### src/rtl/pc_fetch_unit_pkg.sv
// pc_fetch_unit_pkg -- shared fetch-state encodings and PC constants.
// Rev 1.0
`default_nettype none

package pc_fetch_unit_pkg;

  localparam logic [1:0] FETCH_RUN  = 2'd0;
  localparam logic [1:0] FETCH_WAIT = 2'd1;
  localparam logic [1:0] FETCH_DROP = 2'd2;

  localparam int PC_INCR = 4;

  localparam logic TRUE  = 1'b1;
  localparam logic FALSE = 1'b0;

endpackage

`default_nettype wire

### src/rtl/pc_fetch_unit_fetch_buffer.sv
// fetch_buffer -- circular FIFO of {pc, inst} pairs; flush overrides push/pop.
// Rev 1.0
`default_nettype none

module fetch_buffer #(
  parameter int PC_W   = 32,
  parameter int DATA_W = 32,
  parameter int DEPTH  = 2
) (
  input  logic                     clk,
  input  logic                     rst,
  input  logic                     i_flush,
  input  logic                     i_push,
  input  logic                     i_pop,
  input  logic [PC_W-1:0]          i_pc,
  input  logic [DATA_W-1:0]        i_data,
  output logic [$clog2(DEPTH):0]   o_count,
  output logic [PC_W-1:0]          o_pc,
  output logic [DATA_W-1:0]        o_data
);

  localparam int PTR_W = $clog2(DEPTH);

  logic [PC_W-1:0]   r_mem_pc   [DEPTH];
  logic [DATA_W-1:0] r_mem_data [DEPTH];
  logic [PTR_W-1:0]  r_rd_ptr;
  logic [PTR_W-1:0]  r_wr_ptr;
  logic [PTR_W:0]    r_count;

  always_ff @(posedge clk) begin
    if (rst || i_flush) begin
      r_rd_ptr <= '0;
      r_wr_ptr <= '0;
      r_count  <= '0;
    end else begin
      if (i_push) r_wr_ptr <= r_wr_ptr + 1'b1;
      if (i_pop)  r_rd_ptr <= r_rd_ptr + 1'b1;
      if (i_push && !i_pop)
        r_count <= r_count + 1'b1;
      else if (!i_push && i_pop)
        r_count <= r_count - 1'b1;
    end
  end

  always_ff @(posedge clk) begin
    if (i_push && !i_flush) begin
      r_mem_pc[r_wr_ptr]   <= i_pc;
      r_mem_data[r_wr_ptr] <= i_data;
    end
  end

  // Head reads as zero while empty so decode never sees stale entries.
  assign o_count = r_count;
  assign o_pc    = (r_count != '0) ? r_mem_pc[r_rd_ptr]   : '0;
  assign o_data  = (r_count != '0) ? r_mem_data[r_rd_ptr] : '0;

endmodule

`default_nettype wire

### src/rtl/pc_fetch_unit.sv
// pc_fetch_unit -- owns the fetch PC, issues one in-order fetch at a time, buffers results for decode.
// Rev 1.0
`default_nettype none

module pc_fetch_unit
  import pc_fetch_unit_pkg::*;
#(
  parameter int                ADDR_W    = 32,
  parameter int                INST_W    = 32,
  parameter logic [ADDR_W-1:0] RESET_PC  = '0,
  parameter int                BUF_DEPTH = 2
) (
  input  logic              clk,
  input  logic              rst,
  input  logic              jump_enable,
  input  logic [ADDR_W-1:0] jump_target,
  output logic              imem_req_valid,
  input  logic              imem_req_ready,
  output logic [ADDR_W-1:0] imem_req_addr,
  input  logic              imem_rsp_valid,
  input  logic [INST_W-1:0] imem_rsp_data,
  output logic              inst_valid,
  input  logic              inst_ready,
  output logic [INST_W-1:0] inst_data,
  output logic [ADDR_W-1:0] inst_pc,
  output logic [ADDR_W-1:0] pc_o
);

  localparam int                CNT_W       = $clog2(BUF_DEPTH) + 1;
  localparam logic [CNT_W-1:0]  c_BUF_DEPTH = CNT_W'(BUF_DEPTH);

  logic [1:0]        r_state;
  logic [ADDR_W-1:0] r_pc;
  logic [ADDR_W-1:0] r_req_pc;
  logic              r_orphan;

  logic [CNT_W-1:0]  w_count;
  logic              w_push;
  logic              w_pop;
  logic              w_accept;
  logic [ADDR_W-1:0] w_target;

  assign w_target = jump_target & ~ADDR_W'(3);

  assign imem_req_valid = !rst && !jump_enable && (r_state == FETCH_RUN) && (w_count < c_BUF_DEPTH);
  assign imem_req_addr  = r_pc;
  assign pc_o           = r_pc;
  assign w_accept       = imem_req_valid && imem_req_ready;

  assign inst_valid = !rst && !jump_enable && (w_count != '0);
  assign w_pop      = inst_valid && inst_ready;
  assign w_push     = !jump_enable && (r_state == FETCH_WAIT) && imem_rsp_valid;

  always_ff @(posedge clk) begin
    if (rst) begin
      r_state  <= FETCH_RUN;
      r_pc     <= RESET_PC;
      r_req_pc <= '0;
    end else if (jump_enable) begin
      r_pc <= w_target;
      // A response landing in the redirect cycle retires the outstanding fetch.
      if (r_state == FETCH_WAIT)
        r_state <= imem_rsp_valid ? FETCH_RUN : FETCH_DROP;
      else if (r_state == FETCH_DROP && imem_rsp_valid)
        r_state <= FETCH_RUN;
    end else begin
      case (r_state)
        FETCH_RUN: begin
          if (w_accept) begin
            r_pc     <= r_pc + ADDR_W'(PC_INCR);
            r_req_pc <= r_pc;
            r_state  <= FETCH_WAIT;
          end
        end
        FETCH_WAIT: if (imem_rsp_valid) r_state <= FETCH_RUN;
        FETCH_DROP: if (imem_rsp_valid) r_state <= FETCH_RUN;
        default:    r_state <= FETCH_RUN;
      endcase
    end
  end

  // Remembers that a reset abandoned an in-flight fetch, so its late response is expected.
  always_ff @(posedge clk) begin
    if (rst) begin
      if (r_state != FETCH_RUN) r_orphan <= TRUE;
    end else if (imem_rsp_valid) begin
      r_orphan <= FALSE;
    end
  end

  fetch_buffer #(
    .PC_W   (ADDR_W),
    .DATA_W (INST_W),
    .DEPTH  (BUF_DEPTH)
  ) u_fetch_buffer (
    .clk     (clk),
    .rst     (rst),
    .i_flush (jump_enable),
    .i_push  (w_push),
    .i_pop   (w_pop),
    .i_pc    (r_req_pc),
    .i_data  (imem_rsp_data),
    .o_count (w_count),
    .o_pc    (inst_pc),
    .o_data  (inst_data)
  );

  a_no_rsp_in_run: assert property (@(posedge clk) disable iff (rst)
    !(imem_rsp_valid && (r_state == FETCH_RUN) && !r_orphan));

endmodule

`default_nettype wire

### config.mk
export PLATFORM = sky130hd
export DESIGN_NAME = pc_fetch_unit
export DESIGN_NICKNAME = d
export VERILOG_FILES = /design/src/rtl/pc_fetch_unit_pkg.sv /design/src/rtl/pc_fetch_unit_fetch_buffer.sv /design/src/rtl/pc_fetch_unit.sv
export SDC_FILE = /design/constraint.sdc
export NUM_CORES = 1
export LEC_CHECK = 0
export CAP_MARGIN = 20
export CORE_MARGIN = 8
export CORE_UTILIZATION = 45
export DETAILED_ROUTE_END_ITERATION = 10
export DONT_BUFFER_PORTS = 1
export SETUP_SLACK_MARGIN = 0.15
export SYNTH_ARGS = -nofsm -noshare
export SYNTH_HDL_FRONTEND = slang
export SYNTH_SLANG_ARGS = --single-unit
### constraint.sdc
create_clock -name clk -period 6.8 [get_ports clk]
set_input_delay 1.36 -clock clk [delete_from_list [all_inputs] [get_ports clk]]
set_output_delay 1.36 -clock clk [all_outputs]
set_load 0.03 [all_outputs]
* Yosys cells after proc, flatten, opt, wreduce, memory -nomap -nowiden
Memory sizes are Yosys's and may differ from the RTL's. A register that Yosys moved wholly into a read port is not among the register bits.
Index checks and enable logic that the tools add are counted.
** Operators by class
- $add $sub $neg :: 5
- $lt $le $gt $ge :: 1
- Equal/unequal tests :: 5
- Mux-type cells :: 20
- Bitwise gates (word level) :: 1
- Reduce and logical (&&, ||, !) cells :: 28
** Operators with widths (count)
- two-way mux 32 bit :: 5
- adder 32 x 3 -> 32 bit, second input constant :: 1
- two-way mux 2 bit :: 8
- logical AND 1 bit :: 12
- nonzero test 2 bit :: 4
- two-way mux 1 bit :: 6
- != test 3 x 1 -> 1 bit, second input constant :: 2
- AND reduction 3 bit :: 2
- zero test 1 bit :: 4
- case mux 2 bit (2 select lines) :: 1
- AND reduction 2 bit :: 2
- OR reduction 2 bit :: 2
- != test 3 bit, second input constant :: 1
- adder 1 bit, second input constant :: 2
- adder 2 x 1 -> 2 bit, second input constant :: 1
- == test 2 x 1 -> 1 bit, second input constant :: 1
- == test 2 bit, second input constant :: 1
- zero test 2 bit :: 1
- less-than comparator 2 bit, second input constant :: 1
- subtractor 2 x 1 -> 2 bit, second input constant :: 1
- logical OR 1 bit :: 1
- NOT 1 bit :: 1
** Word-level totals
- Flip-flop bits (word level) :: 70
- Memory bits (writable) :: 128
- Bits of input ports :: 70
- Output and inout port bits :: 130
- Logic and storage cells :: 69
- Memories :: 2
** Memory list
- u_fetch_buffer.r_mem_data :: words 2, bits a word 32, read ports 1, clocked after memory_dff 1, write ports 1, RTL line pc_fetch_unit_fetch_buffer.sv:25 : logic [DATA_W-1:0] r_mem_data [DEPTH];
- u_fetch_buffer.r_mem_pc :: words 2, bits a word 32, read ports 1, clocked after memory_dff 1, write ports 1, RTL line pc_fetch_unit_fetch_buffer.sv:24 : logic [PC_W-1:0] r_mem_pc [DEPTH];

* Depth between registers and ports, before layout
- Depth after elaboration :: 8
- Gate-level depth with buffers :: 9
- Mapped depth without buffers :: 8

* Cells and area by module
Synthesis repeated with hierarchy kept, for this count alone.
** Unflattened totals
- Cells, all modules :: 713
- Area, all modules :: 8328.0 um^2
** Modules (own cells, without submodules)
- fetch_buffer :: instances 1, cells each 290, area each 5022.3 um^2, seq. area each 3943.8 um^2
- pc_fetch_unit :: instances 1, cells each 423, area each 3305.7 um^2, seq. area each 1241.2 um^2

* Least setup slack after synthesis
Ideal clock, no wire load.
- Path type :: in2reg
- From :: input port jump_enable
- To :: memory u_fetch_buffer.r_mem_data[0][0] (enable)
- Library setup time :: 558 ps
- Arrival time :: 5976 ps
- Data required time :: 6242 ps
- Slack :: 266 ps
- Stages :: 3
- Path buffers :: 2
- Path through :: buf_6 clkbuf_1 nor3_1
** On the way
- Word-level cells in the longest chain between the ends :: 6
** RTL lines
- from (decl) :: RTL line pc_fetch_unit.sv:15 : input logic jump_enable,
- zero test 1 bit * :: RTL line pc_fetch_unit_fetch_buffer.sv:46, pc_fetch_unit.sv:52
- logical AND 1 bit (2 in series) :: RTL line pc_fetch_unit.sv:52 : assign w_push = !jump_enable && (r_state == FETCH_WAIT) && imem_rsp_valid;
- logical AND 1 bit * :: RTL line pc_fetch_unit_fetch_buffer.sv:46 : if (i_push && !i_flush) begin
- two-way mux 1 bit * :: RTL line pc_fetch_unit_fetch_buffer.sv:46
- two-way mux 1 bit (implied by the code) * :: RTL line pc_fetch_unit_fetch_buffer.sv:48 : r_mem_data[r_wr_ptr] <= i_data;
- to (decl) :: RTL line pc_fetch_unit_fetch_buffer.sv:25
Mark *: on every way between the ends. The rest lies on a longest branch, timed or not.

* Worst setup path after layout
- From :: input port jump_enable
- To :: output port inst_valid
** On the way
- Word-level cells in the longest chain between the ends :: 3
** RTL lines
- zero test 1 bit :: RTL line pc_fetch_unit.sv:50 : assign inst_valid = !rst && !jump_enable && (w_count != '0);
- logical AND 1 bit (2 in series) :: RTL line pc_fetch_unit.sv:50
- to (decl) :: RTL line pc_fetch_unit.sv:22 : output logic inst_valid,
Every way passes these cells.

==> flow_summary.ini <==
[power]
swShare = 0.2284
power_frac_clock = 0.399
peakVddDrop_mv = 0.1726
switchingPower_uw = 524.3
pwr-share-seq = 0.576
p_per_area_nw_per_um2 = 268.7
p_leak_nw = 2.637
combinationalPowerShare = 0.026
power.internal_mw = 1.771

[clock_tree]
postCtsHoldBufs = 0
post_cts_resize_count = 0
cts_tree = yes
ctsRootBufferMaster = clkbuf_16
ctsLongestPathBuffers = 2
htree_levels = 4
cts_setup_buffers = 0
clk_pin_slew_ns = 0.06
cts_made_buffers = 17
worstSkewPairLatency_ns = 0.42
clock-sinks = 191

[detailed_routing]
vias = 4836
wl_per_cell_um = 20.18
drt_wl_total_um = 17960
ant_nets = 0
first_pass_iters = 4
remaining_drc_errors = 0
vias_per_cell = 5.434
drtIter0Drc = 244

[logic_synthesis]
synth_flop_cell = edfxtp_1
ys_types = 51
syn-cell-area_sq_um = 8041
avgSynthCellArea_sq_um = 11.59
async_flop_share = 0
seq_area_frac_synth = 0.6298
yosys.area.top_type = edfxtp_1
ys_ff_latch = 191
netlist.area_leader.share = 0.4630
synthCells = 694
yosysWarnings = 0
synth-edff-count = 124
synthTopCellsByArea = edfxtp_1 (46%), dfxtp_1 (17%), mux2i_1 (7.8%)

[flow_run]
maxCapViolations = 0

[min_path]
hold_class = flop to flop

[placement]
dp_cells = 857
gp_congestion = 0.8321
dpl_cell_area_sq_um = 7961
place_hpwl_um = 12050
pre_cts_slack_ns = 3.074
portBuffers = 0

[floorplanning]
dieHeight_um = 149.7
io_pins = 200
die_w_um = 149.7
start_util = 0.4523
fp-row-count = 49
die-area_sq_um = 22400
core-area_sq_um = 17780

[sta]
setup_violations = 0
rsz0062_at_grt = false
finalCriticalPeriod_ns = 3.648
relSlewSlack = 0.2919
fin_crit_sh = 0.5364
report.final.slew_viol_count = 0
fin_ws_ns = 3.152
hold_violations = 0
final.setup.tns_ns = 0
worst_pin_slew_ns = 1.058
fmax_mhz = 274.2
fin_skew_ns = 0.008813

[worst_setup_path]
cpLargestDelayFamily = simple AND/OR/NAND/NOR gates
cp_cell_sequence = or2_2 -> nor2_1
timing_worst_setup_path_type = input pin to output port
arrival_ns = 2.29
critical-path-max-stage-delay_ns = 0.57
end_kind = output port
crit_buf_inv = 0
cp_data_required_time_ns = 5.44
slowest_stage = nor2_1
startpoint_type = input pin
cp_max_fo = 28

[global_route]
grt_pass1_wl_um = 27820
grt_start_max_net_pins = 65
grt_overflow_total = 0
first_global_vias = 4821
antenna_found_initial = 0
track_usage = 0.1613

[layout]
postLayoutCellArea_sq_um = 8542
diodes = 0
drive_above_1_share = 0.07867
stdcell_count = 890
area_growth_pct = 6.224
fin_nets = 723

[status]
status = complete, no violations
[path summary, 6_finish.rpt]
path         slack, ns    startpoint                             end  cells past startpoint
max               3.15   jump_enable                      inst_valid                      2
min               0.46  r_req_pc[29]  u_fetch_buffer.r_mem_pc[0][29]                      0
max reg2reg       3.84    r_state[0]               imem_req_addr[24]                      7
min reg2reg       0.46  r_req_pc[29]  u_fetch_buffer.r_mem_pc[0][29]                      0
[power groups by stage]
stage	Sequential, mW	Combinational [mW]	Clock [mW]
global placement	1.35	0.0566	0
floorplan	1.31	0.0994	0
global route	1.32	0.0665	0.995
detailed placement	1.35	0.0586	0
finish	1.32	0.0590	0.915
CTS	1.32	0.0588	0.945
[through the flow]
step | util | power, mW | hold slack (ns)
2_1_floorplan | - | 1.411 | 0.4254
3_3_place_gp | 0.4478 | 1.403 | 0.4329
3_5_place_dp | 0.4478 | 1.406 | 0.4416
4_1_cts | 0.4789 | 2.326 | 0.4586
5_1_grt | 0.4804 | 2.386 | 0.4696
6_report | 0.4804 | 2.296 | 0.4560
[routing by layer]
metal / GRT usage / vias up / wire length, um
met3: 0.06532 / 14 / 1871
li1: - / 2335 / -
met1: 0.2049 / 2298 / 7877
met2: 0.2482 / 189 / 8030
met5: 0 / - / 0
met4: 0.04898 / 0 / 184
[cells in the mapped netlist (2+ instances only)]
cell and count:
nand3_1 5, ha_1 5, and4_1 4, edfxtp_1 124, nor3_1 4, clkbuf_1 28
xnor2_1 12, o21ai_0 11, nor2_1 91, a311oi_1 2, mux2i_1 63, a21oi_1 52
o311ai_0 2, o21bai_1 2, o22ai_1 4, nand4_1 9, buf_1 5, buf_4 38
and2_1 8, buf_2 4, nand2_1 89, inv_1 5, xor2_1 6, and3_1 8
or3_1 4, a31oi_1 5, nor4_1 7, a211oi_1 8, dfxtp_1 67
[cell usage in the layout (no fill, tap or decap), types with 6 or more instances in the layout]
| master | instances |
|---|---|
| a211oi_1 | 8 |
| a21oi_1 | 52 |
| and2_1 | 7 |
| and3_1 | 8 |
| clkbuf_16 | 17 |
| conb_1 | 6 |
| dfxtp_1 | 66 |
| edfxtp_1 | 124 |
| mux2i_1 | 63 |
| nand2_1 | 89 |
| nand4_1 | 9 |
| nor2_1 | 90 |
| nor4_1 | 7 |
| o21ai_0 | 11 |
| xnor2_1 | 12 |
| xor2_1 | 6 |
[registers in the layout (all words and copies together), names as in the netlist, named ones only]
signal,cells
u_fetch_buffer.r_mem_data,64
imem_req_addr,30
u_fetch_buffer.r_mem_pc,60
u_fetch_buffer.r_wr_ptr,1
u_fetch_buffer.o_count,2
r_state,2
r_req_pc,30
u_fetch_buffer.r_rd_ptr,1
[layout make-up]
type                       count  area (sq um)
fill                        1631          9238
sequential                   191          5069
multi-input combinational    426          2546
clock buffer                  21         474.2
tap                          229         286.5
clock inverter                11         78.83
timing repair buffer           6         65.06
inverter                       6         22.52
[logic make-up after synthesis]
family	count (synthesis)	synth area share
flops	191	0.6298
buf+inv	82	0.05757
other cells	1	0.0004663
fa+ha+maj	5	0.007780
mux	65	0.08122
xor+xnor	18	0.01960
compound gates	96	0.07126
simple gates	236	0.1323
No activity file was read; power rests on OpenSTA's default activity.
